$ cat config.mk
export PLATFORM = sky130hd
export DESIGN_NAME = wheel_odometry_counter
export DESIGN_NICKNAME = d
export VERILOG_FILES = /design/src/rtl/chassis_odo_pkg.sv /design/src/rtl/qei_channel.sv /design/src/rtl/wheel_odometry_counter.sv
export SDC_FILE = /design/constraint.sdc
export NUM_CORES = 1
export LEC_CHECK = 0
export BUFFER_PORTS_ARGS = -buffer_cell sky130_fd_sc_hd__buf_4
export CAP_MARGIN = 20
export CELL_PAD_IN_SITES_DETAIL_PLACEMENT = 0
export CELL_PAD_IN_SITES_GLOBAL_PLACEMENT = 1
export CORE_MARGIN = 5
export CORE_UTILIZATION = 40
export CTS_BUF_LIST = sky130_fd_sc_hd__clkbuf_16
export DETAILED_ROUTE_END_ITERATION = 8
export PLACE_DENSITY_LB_ADDON = 0.2
export SLEW_MARGIN = 10
export SYNTH_ARGS = -nofsm -noshare
export SYNTH_HDL_FRONTEND = slang
export SYNTH_SLANG_ARGS = --single-unit
$ cat constraint.sdc
create_clock -name clk -period 7.2 [get_ports clk]
set_input_delay 1.44 -clock clk [delete_from_list [all_inputs] [get_ports clk]]
set_output_delay 1.44 -clock clk [all_outputs]
set_load 0.1 [all_outputs]
$ cat src/rtl/chassis_odo_pkg.sv
// chassis_odo_pkg
//   Shared types and helpers for the wheel odometry front end.
//   - CNT_W / DLT_W        : running-count and per-window delta widths
//   - SAT_MAX / SAT_MIN    : delta clamp limits
//   - step_e               : decoded quadrature step (none / +1 / -1 / illegal)
//   - qei_decode()         : 4x Gray-code decode of prev -> curr {A,B}
//   - sat_delta()          : clamp a 32-bit modular difference to 16 bits
package chassis_odo_pkg;

    localparam int CNT_W = 32;
    localparam int DLT_W = 16;

    localparam logic signed [DLT_W-1:0] SAT_MAX = 16'sh7FFF;
    localparam logic signed [DLT_W-1:0] SAT_MIN = 16'sh8000;

    // Clamp limits sign-extended to count width for comparison.
    localparam logic signed [CNT_W-1:0] SAT_MAX_W = 32'sd32767;
    localparam logic signed [CNT_W-1:0] SAT_MIN_W = -32'sd32768;

    typedef enum logic [1:0] {
        STEP_NONE = 2'b00,
        STEP_INC  = 2'b01,
        STEP_DEC  = 2'b10,
        STEP_ERR  = 2'b11
    } step_e;

    // Position of {A,B} along the forward sequence 00 -> 01 -> 11 -> 10.
    function automatic logic [1:0] gray_pos(input logic [1:0] ab);
        return {ab[1], ab[1] ^ ab[0]};
    endfunction

    // A position difference of 2 means both bits flipped: direction unknown.
    function automatic step_e qei_decode(input logic [1:0] prev_ab,
                                         input logic [1:0] curr_ab);
        logic [1:0] diff;
        diff = gray_pos(curr_ab) - gray_pos(prev_ab);
        case (diff)
            2'd0:    return STEP_NONE;
            2'd1:    return STEP_INC;
            2'd3:    return STEP_DEC;
            default: return STEP_ERR;
        endcase
    endfunction

    // Input is a modular 32-bit difference, so accumulator wrap is already
    // folded out before the clamp.
    function automatic logic [DLT_W-1:0] sat_delta(input logic [CNT_W-1:0] diff);
        logic signed [CNT_W-1:0] d;
        d = $signed(diff);
        if (d > SAT_MAX_W)      return SAT_MAX;
        else if (d < SAT_MIN_W) return SAT_MIN;
        else                    return diff[DLT_W-1:0];
    endfunction

endpackage

$ cat src/rtl/qei_channel.sv
// qei_channel
//   One quadrature channel: 2-FF synchroniser, optional glitch filter,
//   4x decode, signed 32-bit wrapping accumulator and sticky error flag.
//   Build option: QEI_FILTER_EN adds a per-input stability filter of
//   FILT_LEN cycles between synchroniser and decoder.
// Ports
//   clk, rst_n  clock, async active-low reset
//   enc_a/enc_b raw encoder inputs (asynchronous)
//   clr         sync clear of accumulator, error flag and priming
//   acc_next    accumulator value including this cycle's step
//   err         sticky illegal-transition flag
module qei_channel
    import chassis_odo_pkg::*;
#(
    parameter int FILT_LEN = 4,
    parameter bit DIR      = 1'b0
) (
    input  logic             clk,
    input  logic             rst_n,
    input  logic             enc_a,
    input  logic             enc_b,
    input  logic             clr,
    output logic [CNT_W-1:0] acc_next,
    output logic             err
);

    logic [1:0]       sync1, sync2;
    logic [1:0]       cur_ab;
    logic [1:0]       prev_ab;
    logic             primed;
    logic [CNT_W-1:0] acc;
    step_e            step;
    logic [CNT_W-1:0] step_val;

    // A filter shorter than one cycle has no meaning; refuse to elaborate.
    if (FILT_LEN < 1) begin : g_filt_len_invalid
        filt_len_must_be_positive u_bad ();
    end

    always_ff @(posedge clk or negedge rst_n) begin
        if (!rst_n) begin
            sync1 <= '0;
            sync2 <= '0;
        end else begin
            sync1 <= {enc_a, enc_b};
            sync2 <= sync1;
        end
    end

`ifdef QEI_FILTER_EN
    localparam int FCW = $clog2(FILT_LEN + 1);

    logic [1:0]          filt_q;
    logic [1:0][FCW-1:0] stab_cnt;

    // A bit's filtered value follows the synchronised value only after
    // FILT_LEN consecutive samples that disagree with the current output.
    always_ff @(posedge clk or negedge rst_n) begin
        if (!rst_n) begin
            filt_q   <= '0;
            stab_cnt <= '0;
        end else begin
            for (int i = 0; i < 2; i++) begin
                if (sync2[i] == filt_q[i]) begin
                    stab_cnt[i] <= '0;
                end else if (stab_cnt[i] == FCW'(FILT_LEN - 1)) begin
                    filt_q[i]   <= sync2[i];
                    stab_cnt[i] <= '0;
                end else begin
                    stab_cnt[i] <= stab_cnt[i] + 1'b1;
                end
            end
        end
    end

    assign cur_ab = filt_q;
`else
    assign cur_ab = sync2;
`endif

    // Unprimed: the first sample only establishes the reference state.
    assign step = primed ? qei_decode(prev_ab, cur_ab) : STEP_NONE;

    always_comb begin
        step_val = '0;
        case (step)
            STEP_INC: step_val = DIR ? '1 : CNT_W'(1);
            STEP_DEC: step_val = DIR ? CNT_W'(1) : '1;
            default:  step_val = '0;
        endcase
    end

    assign acc_next = acc + step_val;

    always_ff @(posedge clk or negedge rst_n) begin
        if (!rst_n) begin
            acc     <= '0;
            err     <= 1'b0;
            primed  <= 1'b0;
            prev_ab <= '0;
        end else if (clr) begin
            acc     <= '0;
            err     <= 1'b0;
            primed  <= 1'b0;
            prev_ab <= '0;
        end else begin
            primed  <= 1'b1;
            prev_ab <= cur_ab;
            acc     <= acc_next;
            if (step == STEP_ERR) err <= 1'b1;
        end
    end

endmodule

$ cat src/rtl/wheel_odometry_counter.sv
// wheel_odometry_counter
//   Dual-channel quadrature front end: decodes left/right encoders, keeps
//   signed 32-bit counts, snapshots them on sample_tick and reports
//   saturated 16-bit deltas per window.
//   Build option: QEI_FILTER_EN enables the input stability filter
//   (FILT_LEN cycles) in each channel.
// Ports
//   clk, rst_n          clock, async active-low reset
//   enc_l_a/b, enc_r_a/b encoder inputs (asynchronous)
//   clr                 sync clear of counts, deltas and error flags
//   sample_tick         one-cycle snapshot request
//   left_count          signed left snapshot (y_Global)
//   right_count         signed right snapshot (x_Global)
//   delta_l, delta_r    signed saturated change since previous snapshot
//   count_valid         one-cycle pulse when snapshot/deltas update
//   err_l, err_r        sticky illegal-transition flags
module wheel_odometry_counter
    import chassis_odo_pkg::*;
#(
    parameter int FILT_LEN = 4,
    parameter bit DIR_L    = 1'b0,
    parameter bit DIR_R    = 1'b0
) (
    input  logic                    clk,
    input  logic                    rst_n,
    input  logic                    enc_l_a,
    input  logic                    enc_l_b,
    input  logic                    enc_r_a,
    input  logic                    enc_r_b,
    input  logic                    clr,
    input  logic                    sample_tick,
    output logic signed [CNT_W-1:0] left_count,
    output logic signed [CNT_W-1:0] right_count,
    output logic signed [DLT_W-1:0] delta_l,
    output logic signed [DLT_W-1:0] delta_r,
    output logic                    count_valid,
    output logic                    err_l,
    output logic                    err_r
);

    // Channel 0 = left, channel 1 = right.
    localparam int NUM_CH = 2;

    logic [NUM_CH-1:0]            enc_a, enc_b, err_ch;
    logic [NUM_CH-1:0][CNT_W-1:0] acc_next;
    logic [NUM_CH-1:0][CNT_W-1:0] cnt_q;
    logic [NUM_CH-1:0][DLT_W-1:0] dlt_q;

    assign enc_a = {enc_r_a, enc_l_a};
    assign enc_b = {enc_r_b, enc_l_b};

    for (genvar ch = 0; ch < NUM_CH; ch++) begin : g_ch
        qei_channel #(
            .FILT_LEN (FILT_LEN),
            .DIR      ((ch == 0) ? DIR_L : DIR_R)
        ) u_ch (
            .clk      (clk),
            .rst_n    (rst_n),
            .enc_a    (enc_a[ch]),
            .enc_b    (enc_b[ch]),
            .clr      (clr),
            .acc_next (acc_next[ch]),
            .err      (err_ch[ch])
        );
    end

    // Snapshot takes acc_next so a step landing on the tick cycle is included.
    // clr wins over the snapshot but the tick still produces a valid pulse.
    always_ff @(posedge clk or negedge rst_n) begin
        if (!rst_n) begin
            cnt_q       <= '0;
            dlt_q       <= '0;
            count_valid <= 1'b0;
        end else begin
            count_valid <= sample_tick;
            if (clr) begin
                cnt_q <= '0;
                dlt_q <= '0;
            end else if (sample_tick) begin
                for (int ch = 0; ch < NUM_CH; ch++) begin
                    cnt_q[ch] <= acc_next[ch];
                    dlt_q[ch] <= sat_delta(acc_next[ch] - cnt_q[ch]);
                end
            end
        end
    end

    assign left_count  = cnt_q[0];
    assign right_count = cnt_q[1];
    assign delta_l     = dlt_q[0];
    assign delta_r     = dlt_q[1];
    assign err_l       = err_ch[0];
    assign err_r       = err_ch[1];

endmodule

==> run summary, run 1 <==
====================================================================================================
Run status                                                                              finished clean
Die footprint                                                                             36200 um^2
Crit. End Element                                                                               flop
Final count of pins violating max slew                                                             0
TritonCTS clock tree                                                                             yes
CTS sink count                                                                                   176
Worst path setup slack after routing                                                          392 ps
Number of enable-type register cells in the synthesized netlist                                    0
Commonest non-fill, non-tap cell in the layout                                          sky130_fd_sc_hd__dfrtp_1
Routed met1 length                                                                          16900 um
Max Buffers Root-to-Sink                                                                           2
Number of nets in the layout                                                                    1724
Number of optimization iterations in the first detailed-route pass                                 4
Overall Global Routing Usage                                                                   0.215
Fraction of layout cells with a size suffix above 1                                            0.166
Met3 WL                                                                                      1080 um
Total CTS buffers                                                                                 17
Slew headroom                                                                                  0.405
Crit Path Max Fanout                                                                              13
Num rows                                                                                          66
Count of buffers from port buffering                                                             106
Highest metal layer with signal wires                                                           met4
Average footprint of a synthesized cell                                                    8.55 um^2
Via count of the routed design                                                                 11500
Root Buffer                                                                             sky130_fd_sc_hd__clkbuf_16
Fraction of registers with async set or reset after synthesis                                   1.00
Post-route clock period utilization                                                            0.946
Crit path time final                                                                         6810 ps
Highest cell delay on the worst timing path                                                   470 ps
Area of all sequential standard cells                                                      4400 um^2
Clock-pin slew reported for the worst setup and hold paths after clock tree synthesis          70 ps
Detail Placement HPWL                                                                       29500 um
Max-cap violations                                                                                 0
Filler instances                                                                                3251
Worst clock skew                                                                             9.90 ps
Area growth from synthesis to layout                                                           17.8%
CTS H-Tree Depth                                                                                   4
Worst Setup Start Kind                                                                          flop
Number of vias per cell                                                                         5.52
Top-Level Pins                                                                                   107
Initial core utilization                                                                       0.403
Post-Synthesis Cell Area                                                                  13000 um^2
Routed wire length on met2                                                                  19800 um
Synth Register Bits                                                                              176
Core outline area                                                                         32300 um^2
Most used DFF post-synth                                                                sky130_fd_sc_hd__dfrtp_1
CP arrival                                                                                   7140 ps
First DRT Iteration DRCs                                                                         588
Chip width                                                                                    190 um
Final WL                                                                                    39000 um
First-pass GRT wire length                                                                  62300 um
Number of antenna violations at the first check in global routing                                  0
YS warnings                                                                                        0
DP Cell Count                                                                                   2051
Height of the chip                                                                            190 um
Worst path required time                                                                     7530 ps
Number of endpoints with negative hold slack in the final report                                   0
Worst slack at placement                                                                    -47.6 ps
Post-synthesis sequential area ratio                                                           0.338
Total nets after synthesis                                                                      1610
DRC Markers                                                                                        0
Slew at the pin closest to its max-slew limit                                                 892 ps
Leftover overflow at the end of global routing                                                     0
Crit path top cell by count                                                             sky130_fd_sc_hd__xnor2_1
Most frequent cells in the layout                                                       sky130_fd_sc_hd__dfrtp_1, sky130_fd_sc_hd__buf_4, sky130_fd_sc_hd__inv_1, sky130_fd_sc_hd__nor2_1, sky130_fd_sc_hd__nand2_1
Synth unique cells                                                                                76
Critical-path cell with the highest stage delay                                         sky130_fd_sc_hd__o41a_1
Routability Congestion                                                                         0.873
Maximum achievable frequency                                                                 147 MHz
Number of cells in the finished layout apart from fillers                                       2090
Final Setup Violations                                                                             0
Number of standard cells after synthesis                                                        1522
Area used by multi-input combinational logic                                               7930 um^2
Via count of the first global-routing pass                                                     11600
Insertion delay to the later sink of the worst-skew pair                                      450 ps
Final antenna diode count                                                                          0
Critical path start-end classification                                                  flop to flop
Worst min-delay path category                                                           flop to flop
ANT nets after route                                                                               0
Maximum number of pins on one net before global-route repair                                     102
Average wire per cell in the routed design                                                   18.7 um
====================================================================================================
logic make-up after synthesis:
logic type	count (synthesis)	share of synthesized area
and+or+nand+nor	491	0.188
AOI/OAI and AO/OA	398	0.216
buffers and inverters	212	0.0626
DFF	176	0.338
xor gates and xnor gates	131	0.0888
adders and majority gates	80	0.0781
muxes	34	0.0279
cell usage after synthesis, drive strengths merged, types with 8 or more instances:
library cell,count,area (um^2)
a22o,15,131
and2,43,269
xor2,45,394
a21o,27,203
xnor2,86,761
a211oi,14,110
a21oi,87,435
o21bai,11,82.6
nor2b,10,62.6
nand3,41,205
a31oi,17,106
mux2i,16,160
nand2b,20,125
inv,129,484
a221o,30,300
nor3,40,205
nand2,111,417
o31ai,46,345
o21ai,61,305
buf,13,67.6
o21a,11,82.6
dfrtp,176,4400
a31o,8,70.1
nor4,26,163
and3,17,106
nor2,122,458
nand4,22,138
mux2,18,203
clkbuf,70,263
o211ai,8,60.1
ha,78,976
final cells by class:
cell class / count / share of cell area
tap: 442 / 0.0361
sequential: 176 / 0.287
clock inverter: 14 / 0.0102
multi-input combinational: 1134 / 0.517
clock buffer: 17 / 0.0277
timing repair buffer: 178 / 0.0897
inverter: 129 / 0.0316
worst max-delay path, delay by kind of cell (launching register included):
family,cells,cell delay [ps]
DFF,1,410
adders and majority gates,4,1100
muxes,1,220
AOI/OAI and AO/OA,10,2350
and+or+nand+nor,7,1560
buffers and inverters,2,230
xor gates and xnor gates,5,820
through the flow:
stage	area, um^2	setup TNS [ps]	utilization	hold slack [ps]
after CTS	15100	0	0.469	361
after floorplan	13000	0	-	331
after global routing	15300	-0.250	0.475	366
final	15300	0	0.475	354
after global placement	14500	-448	0.450	345
after detailed placement	14500	-479	0.450	346
final timing paths:
| kind | endpoint | slack (ps) | startpoint | cells past startpoint |
|---|---|---|---|---|
| hold reg to reg | g_ch[1].u_ch.cur_ab[0]$_DFF_PN0_ | 350 | g_ch[1].u_ch.sync1[0]$_DFF_PN0_ | 0 |
| setup / recovery | delta_l[3]$_DFFE_PN0P_ | 390 | g_ch[0].u_ch.cur_ab[1]$_DFF_PN0_ | 29 |
| min in group asynchronous | delta_l[1]$_DFFE_PN0P_ | 1080 | rst_n | 1 |
| max in group asynchronous | right_count[24]$_DFFE_PN0P_ | 4780 | rst_n | 3 |
| setup reg to reg | delta_l[3]$_DFFE_PN0P_ | 390 | g_ch[0].u_ch.cur_ab[1]$_DFF_PN0_ | 29 |
| hold / removal | g_ch[1].u_ch.cur_ab[0]$_DFF_PN0_ | 350 | g_ch[1].u_ch.sync1[0]$_DFF_PN0_ | 0 |
routing by layer:
| metal | vias up | global-route usage |
|---|---|---|
| met5 | - | 0 |
| met4 | 0 | 0.0785 |
| met3 | 49 | 0.0324 |
| met2 | 183 | 0.380 |
| met1 | 5614 | 0.266 |
| li1 | 5693 | - |
sequential cells by signal, summed over array words and instances (netlist names):
register,cells
g_ch.u_ch.prev_ab,4
delta_r,16
count_valid,1
right_count,32
g_ch.u_ch.sync1,4
left_count,32
delta_l,16
g_ch.u_ch.cur_ab,4
g_ch.u_ch.primed,1
g_ch.u_ch.err,2
g_ch.u_ch.acc,64
what timing repair did:
item                       CTS  global route
pin swaps                    0            11
resized for setup            4            32
hold buffers                 0             0
setup buffers                0             6
setup endpoints to repair   13            30
Power of run 1 is not shown: default switching activity piles up to over one toggle a cycle in this logic, so the estimate is an artifact.
==> run 2, diff against run 1 <==
ABC_AREA = 1   (was default)
==> run summary, run 2 <==
====================================================================================================
Crit. End Element                                                                               flop
Number of flip-flops in the largest register                                                      64
Slew at the pin closest to its max-slew limit                                                1020 ps
Share of Yosys cell area claimed by the top area cell type                                     0.281
Number of nets in the layout                                                                    2657
Worst path setup slack after routing                                                          700 ps
Number of gates given a new drive strength after cts                                               0
Worst path required time                                                                     7610 ps
Register containing the most flip-flops in the final layout                             g_ch.u_ch.acc
Die footprint                                                                             43300 um^2
DRC Markers                                                                                        0
YS warnings                                                                                        0
Number of endpoints with negative hold slack in the final report                                   0
ANT nets after route                                                                               0
Overall Global Routing Usage                                                                   0.263
Height of the chip                                                                            208 um
Crit Path Max Fanout                                                                              34
Commonest non-fill, non-tap cell in the layout                                          sky130_fd_sc_hd__nand2_1
Slew headroom                                                                                  0.317
RSZ-0062 raised after global routing                                                           false
Highest cell delay on the worst timing path                                                   440 ps
Num rows                                                                                          72
Total CTS buffers                                                                                 17
Total nets after synthesis                                                                      2570
Average footprint of a synthesized cell                                                    6.32 um^2
Critical path start-end classification                                                  flop to flop
Synth top area cells                                                                    sky130_fd_sc_hd__dfrtp_1, sky130_fd_sc_hd__nand2_1, sky130_fd_sc_hd__inv_1
Via count of the first global-routing pass                                                     15800
Fraction of layout cells with a size suffix above 1                                           0.0918
Worst min-delay path category                                                           flop to flop
Crit path top cell by count                                                             sky130_fd_sc_hd__nand2_1
Number of standard cells after synthesis                                                        2482
Area growth from synthesis to layout                                                           11.8%
Most frequent cells in the layout                                                       sky130_fd_sc_hd__nand2_1, sky130_fd_sc_hd__inv_1, sky130_fd_sc_hd__nor2_1, sky130_fd_sc_hd__dfrtp_1, sky130_fd_sc_hd__nand3_1
Final count of pins violating max slew                                                             0
Synth unique cells                                                                                53
Top-Level Pins                                                                                   107
Leftover overflow at the end of global routing                                                     0
Synth cell count leaders                                                                sky130_fd_sc_hd__nand2_1, sky130_fd_sc_hd__inv_1, sky130_fd_sc_hd__nor2_1
CP arrival                                                                                   6910 ps
Worst slack at placement                                                                      840 ps
Clock-pin slew reported for the worst setup and hold paths after clock tree synthesis          80 ps
Critical-path cell with the highest stage delay                                         sky130_fd_sc_hd__nor4_1
Maximum achievable frequency                                                                 154 MHz
Number of antenna violations at the first check in global routing                                  0
Core outline area                                                                         38700 um^2
TritonCTS clock tree                                                                             yes
Maximum number of pins on one net before global-route repair                                      81
Count of buffers from port buffering                                                             106
Post-CTS Setup Repair Bufs                                                                         0
Insertion delay to the later sink of the worst-skew pair                                      470 ps
Max Buffers Root-to-Sink                                                                           2
Via count of the routed design                                                                 15900
Filler instances                                                                                4219
Total of hold buffers inserted after clock tree synthesis                                          0
DP Cell Count                                                                                   3068
Detail Placement HPWL                                                                       46900 um
Initial core utilization                                                                       0.405
Number of cells in the finished layout apart from fillers                                       3100
First DRT Iteration DRCs                                                                        1029
Post-route clock period utilization                                                            0.903
Crit path time final                                                                         6500 ps
Run status                                                                              finished clean
Number of enable-type register cells in the synthesized netlist                                    0
Worst r2r path cells                                                                              38
Number of vias per cell                                                                         5.13
Average wire per cell in the routed design                                                   18.5 um
CTS sink count                                                                                   176
Final Setup Violations                                                                             0
First-pass GRT wire length                                                                  89300 um
Fraction of registers with async set or reset after synthesis                                   1.00
Chip width                                                                                    208 um
Number of optimization iterations in the first detailed-route pass                                 5
Worst clock skew                                                                             14.6 ps
Final WL                                                                                    57400 um
Final antenna diode count                                                                          0
Post-Synthesis Cell Area                                                                  15700 um^2
Routability Congestion                                                                         0.956
Post-synthesis sequential area ratio                                                           0.281
Setup TNS                                                                                       0 ps
Cell with the most instances after synthesis                                            sky130_fd_sc_hd__nand2_1
CTS H-Tree Depth                                                                                   4
Most area-hungry cell type in the Yosys netlist                                         sky130_fd_sc_hd__dfrtp_1
Root Buffer                                                                             sky130_fd_sc_hd__clkbuf_16
Max-cap violations                                                                                 0
Worst Setup Start Kind                                                                          flop
Depth of the worst hold-timing path                                                                0
Most used DFF post-synth                                                                sky130_fd_sc_hd__dfrtp_1
Synth Register Bits                                                                              176
====================================================================================================
[run 2: cell count changes in the layout (fill, tap and decap cells not counted), moves of 30 or more]
| cell | before | now |
|---|---|---|
| sky130_fd_sc_hd__nand3_1 | 41 | 144 |
| sky130_fd_sc_hd__buf_4 | 173 | 117 |
| sky130_fd_sc_hd__o21ai_0 | 52 | 101 |
| sky130_fd_sc_hd__nor2_1 | 120 | 248 |
| sky130_fd_sc_hd__xnor2_1 | 84 | 18 |
| sky130_fd_sc_hd__o31ai_1 | 43 | 2 |
| sky130_fd_sc_hd__inv_1 | 129 | 436 |
| sky130_fd_sc_hd__a221o_1 | 30 | 0 |
| sky130_fd_sc_hd__nand2_1 | 111 | 818 |
[run 2: critical path: cells and delay by family (launching register included)]
family                     cells  cell delay [ps]
AOI/OAI and AO/OA              2              450
xor gates and xnor gates       4              750
adders and majority gates      3              750
buffers and inverters          5              680
DFF                            1              420
and+or+nand+nor               24             3340
[run 2: path summary, 6_finish.rpt]
check                                                 start                                to  slack (ps)
max reg2reg                g_ch[1].u_ch.cur_ab[1]$_DFF_PN0_            delta_r[8]$_DFFE_PN0P_         700
min reg2reg                 g_ch[0].u_ch.sync1[1]$_DFF_PN0_  g_ch[0].u_ch.cur_ab[1]$_DFF_PN0_         350
max in group asynchronous                             rst_n            delta_l[7]$_DFFE_PN0P_        5010
min                         g_ch[0].u_ch.sync1[1]$_DFF_PN0_  g_ch[0].u_ch.cur_ab[1]$_DFF_PN0_         350
min in group asynchronous                             rst_n     g_ch[1].u_ch.acc[9]$_DFF_PN0_         970
max                        g_ch[1].u_ch.cur_ab[1]$_DFF_PN0_            delta_r[8]$_DFFE_PN0P_         700
[run 2: cells by family after synthesis]
group | Yosys count | synth area share
simple gates | 1364 | 0.369
buf+inv | 498 | 0.129
compound gates | 278 | 0.107
flops | 176 | 0.281
xor+xnor | 86 | 0.0499
fa+ha+maj | 80 | 0.0647
[run 2: cell type report]
class                   count  area (um^2)  share of cell area
multi-input cells        1808         9280               0.529
flip-flops and latches    176         4400               0.251
inverters                 448         1680              0.0959
repair buffers            118          892              0.0509
well taps                 518          648              0.0370
clock buffers              17          425              0.0243
clock inverters            15          213              0.0121
[run 2: stage by stage]
stage / hold WS [ps] / cell area [um^2] / utilization
after global routing: 362 / 17500 / 0.453
after CTS: 352 / 17500 / 0.453
final: 350 / 17500 / 0.453
after floorplan: 331 / 15700 / -
after global placement: 338 / 16900 / 0.436
after detailed placement: 335 / 16900 / 0.436
[run 2: layer usage]
metal	part of all wire	GRT usage	vias to the layer above
met2	0.49	0.466	397
met1	0.42	0.317	7429
met4	0.048	0.113	0
li1	-	-	7956
met3	0.041	0.0387	124
met5	0	0	-
Power of run 2 is left out for the same reason.
==> run 3, diff against run 2 <==
CORE_ASPECT_RATIO = 0.5   (was default)
CTS_CLUSTER_SIZE = 16   (was default)
==> run summary, run 3 (synthesis gave the netlist of run 2 again) <==
====================================================================================================
Area used by multi-input combinational logic                                               9280 um^2
Count of buffers from port buffering                                                             106
Root Buffer                                                                             sky130_fd_sc_hd__clkbuf_16
ANT nets after route                                                                               0
CP arrival                                                                                   6680 ps
Crit path time final                                                                         6270 ps
First DRT Iteration DRCs                                                                        1323
Final WL                                                                                    55600 um
Die footprint                                                                             43500 um^2
Final Setup Violations                                                                             0
Number of antenna violations at the first check in global routing                                  0
Maximum number of pins on one net before global-route repair                                      87
Leftover overflow at the end of global routing                                                     0
Initial core utilization                                                                       0.404
Routability Congestion                                                                         0.944
Setup TNS                                                                                       0 ps
Number of endpoints with negative hold slack in the final report                                   0
Overall Global Routing Usage                                                                   0.256
RSZ-0062 raised after global routing                                                           false
Final count of pins violating max slew                                                             0
Number of optimization iterations in the first detailed-route pass                                 5
Chip width                                                                                    290 um
Worst path required time                                                                     7620 ps
Worst clock skew                                                                             21.1 ps
TritonCTS clock tree                                                                             yes
Run status                                                                              finished clean
Most frequent cells in the layout                                                       sky130_fd_sc_hd__nand2_1, sky130_fd_sc_hd__inv_1, sky130_fd_sc_hd__nor2_1, sky130_fd_sc_hd__dfrtp_1, sky130_fd_sc_hd__nand3_1
Top-Level Pins                                                                                   107
Worst Setup Start Kind                                                                          flop
Highest cell delay on the worst timing path                                                   420 ps
Via count of the first global-routing pass                                                     15200
Worst r2r path cells                                                                              38
Commonest non-fill, non-tap cell in the layout                                          sky130_fd_sc_hd__nand2_1
Num rows                                                                                          51
Crit path top cell by count                                                             sky130_fd_sc_hd__nand2_1
Average wire per cell in the routed design                                                   17.9 um
Critical path start-end classification                                                  flop to flop
Via count of the routed design                                                                 15700
R2r endpoint                                                                            delta_r[10]$_DFFE_PN0P_
Insertion delay to the later sink of the worst-skew pair                                      480 ps
Hold EP                                                                                 g_ch[0].u_ch.cur_ab[0]$_DFF_PN0_
DRC Markers                                                                                        0
Post-route clock period utilization                                                            0.870
Number of vias per cell                                                                         5.05
Height of the chip                                                                            150 um
First-pass GRT wire length                                                                  87000 um
Slew at the pin closest to its max-slew limit                                                 892 ps
Area growth from synthesis to layout                                                           11.5%
Maximum achievable frequency                                                                 160 MHz
Worst min-delay path category                                                           flop to flop
CTS H-Tree Depth                                                                                   4
Filler instances                                                                                4294
Area of all sequential standard cells                                                      4400 um^2
Max Buffers Root-to-Sink                                                                           2
Crit Path Max Fanout                                                                              37
Worst Hold Launch                                                                       g_ch[0].u_ch.sync1[0]$_DFF_PN0_
Core outline area                                                                         38800 um^2
Number of nets in the layout                                                                    2653
Max-cap violations                                                                                 0
Total CTS buffers                                                                                 17
Setup slack on the worst flop-to-flop path                                                    930 ps
Final hold slack                                                                              352 ps
Register containing the most flip-flops in the final layout                             g_ch.u_ch.acc
Depth of the worst hold-timing path                                                                0
Post-CTS Setup Repair Bufs                                                                         0
CTS sink count                                                                                   176
Total of hold buffers inserted after clock tree synthesis                                          0
Detail Placement HPWL                                                                       44800 um
Origin of the critical flop-to-flop path                                                g_ch[1].u_ch.cur_ab[1]$_DFF_PN0_
Crit. End Element                                                                               flop
Clock-pin slew reported for the worst setup and hold paths after clock tree synthesis          90 ps
Number of flip-flops in the largest register                                                      64
Fraction of layout cells with a size suffix above 1                                           0.0908
Critical-path cell with the highest stage delay                                         sky130_fd_sc_hd__dfrtp_1
Final antenna diode count                                                                          0
Slew headroom                                                                                  0.405
Number of gates given a new drive strength after cts                                               0
====================================================================================================
[run 3: worst max-delay path by stage]
| stage | from | to | slack (ps) |
|---|---|---|---|
| 2_1_floorplan | g_ch[1].u_ch.cur_ab[1]$_DFF_PN0_ | delta_r[10]$_DFFE_PN0P_ | 2230 |
| 3_3_place_gp | g_ch[1].u_ch.cur_ab[1]$_DFF_PN0_ | delta_r[3]$_DFFE_PN0P_ | 1060 |
| 3_5_place_dp | g_ch[1].u_ch.cur_ab[1]$_DFF_PN0_ | delta_r[13]$_DFFE_PN0P_ | 970 |
| 4_1_cts | g_ch[1].u_ch.cur_ab[1]$_DFF_PN0_ | delta_r[11]$_DFFE_PN0P_ | 940 |
| 5_1_grt | g_ch[1].u_ch.cur_ab[1]$_DFF_PN0_ | delta_r[6]$_DFFE_PN0P_ | 170 |
| 6_report | g_ch[1].u_ch.cur_ab[1]$_DFF_PN0_ | delta_r[10]$_DFFE_PN0P_ | 930 |
[run 3: critical path, delay by kind of cell (launching register included)]
kind | cells | cell delay [ps]
AO/OA/AOI/OAI | 2 | 350
XOR/XNOR | 4 | 760
adder cells (fa/ha/maj) | 3 | 780
buffers and inverters | 5 | 680
flip-flops | 1 | 420
AND/OR/NAND/NOR | 24 | 3190
[run 3: cell type report]
class,count,area share
flip-flops and latches,176,0.252
repair buffers,114,0.0493
inverters,448,0.0961
clock inverters,15,0.0106
multi-input cells,1808,0.530
well taps,530,0.0379
clock buffers,17,0.0243
[run 3: layer usage]
| layer | part of all wire | wire [um] | global-route usage |
|---|---|---|---|
| met4 | 0.021 | 1160 | 0.0637 |
| met3 | 0.054 | 3020 | 0.0394 |
| met2 | 0.45 | 25100 | 0.424 |
| met1 | 0.47 | 26300 | 0.355 |
| met5 | 0 | 0 | 0 |
[run 3: metrics by stage]
stage               cells  worst slack [ps]  cell area [um^2]   util
floorplan            2482              2230             15700      -
global placement     3076              1060             16900  0.435
detailed placement   3076               971             16900  0.435
CTS                  3108               937             17500  0.451
global route         3108               172             17500  0.451
finish               3108               934             17500  0.451
Power of run 3 is left out for the same reason.
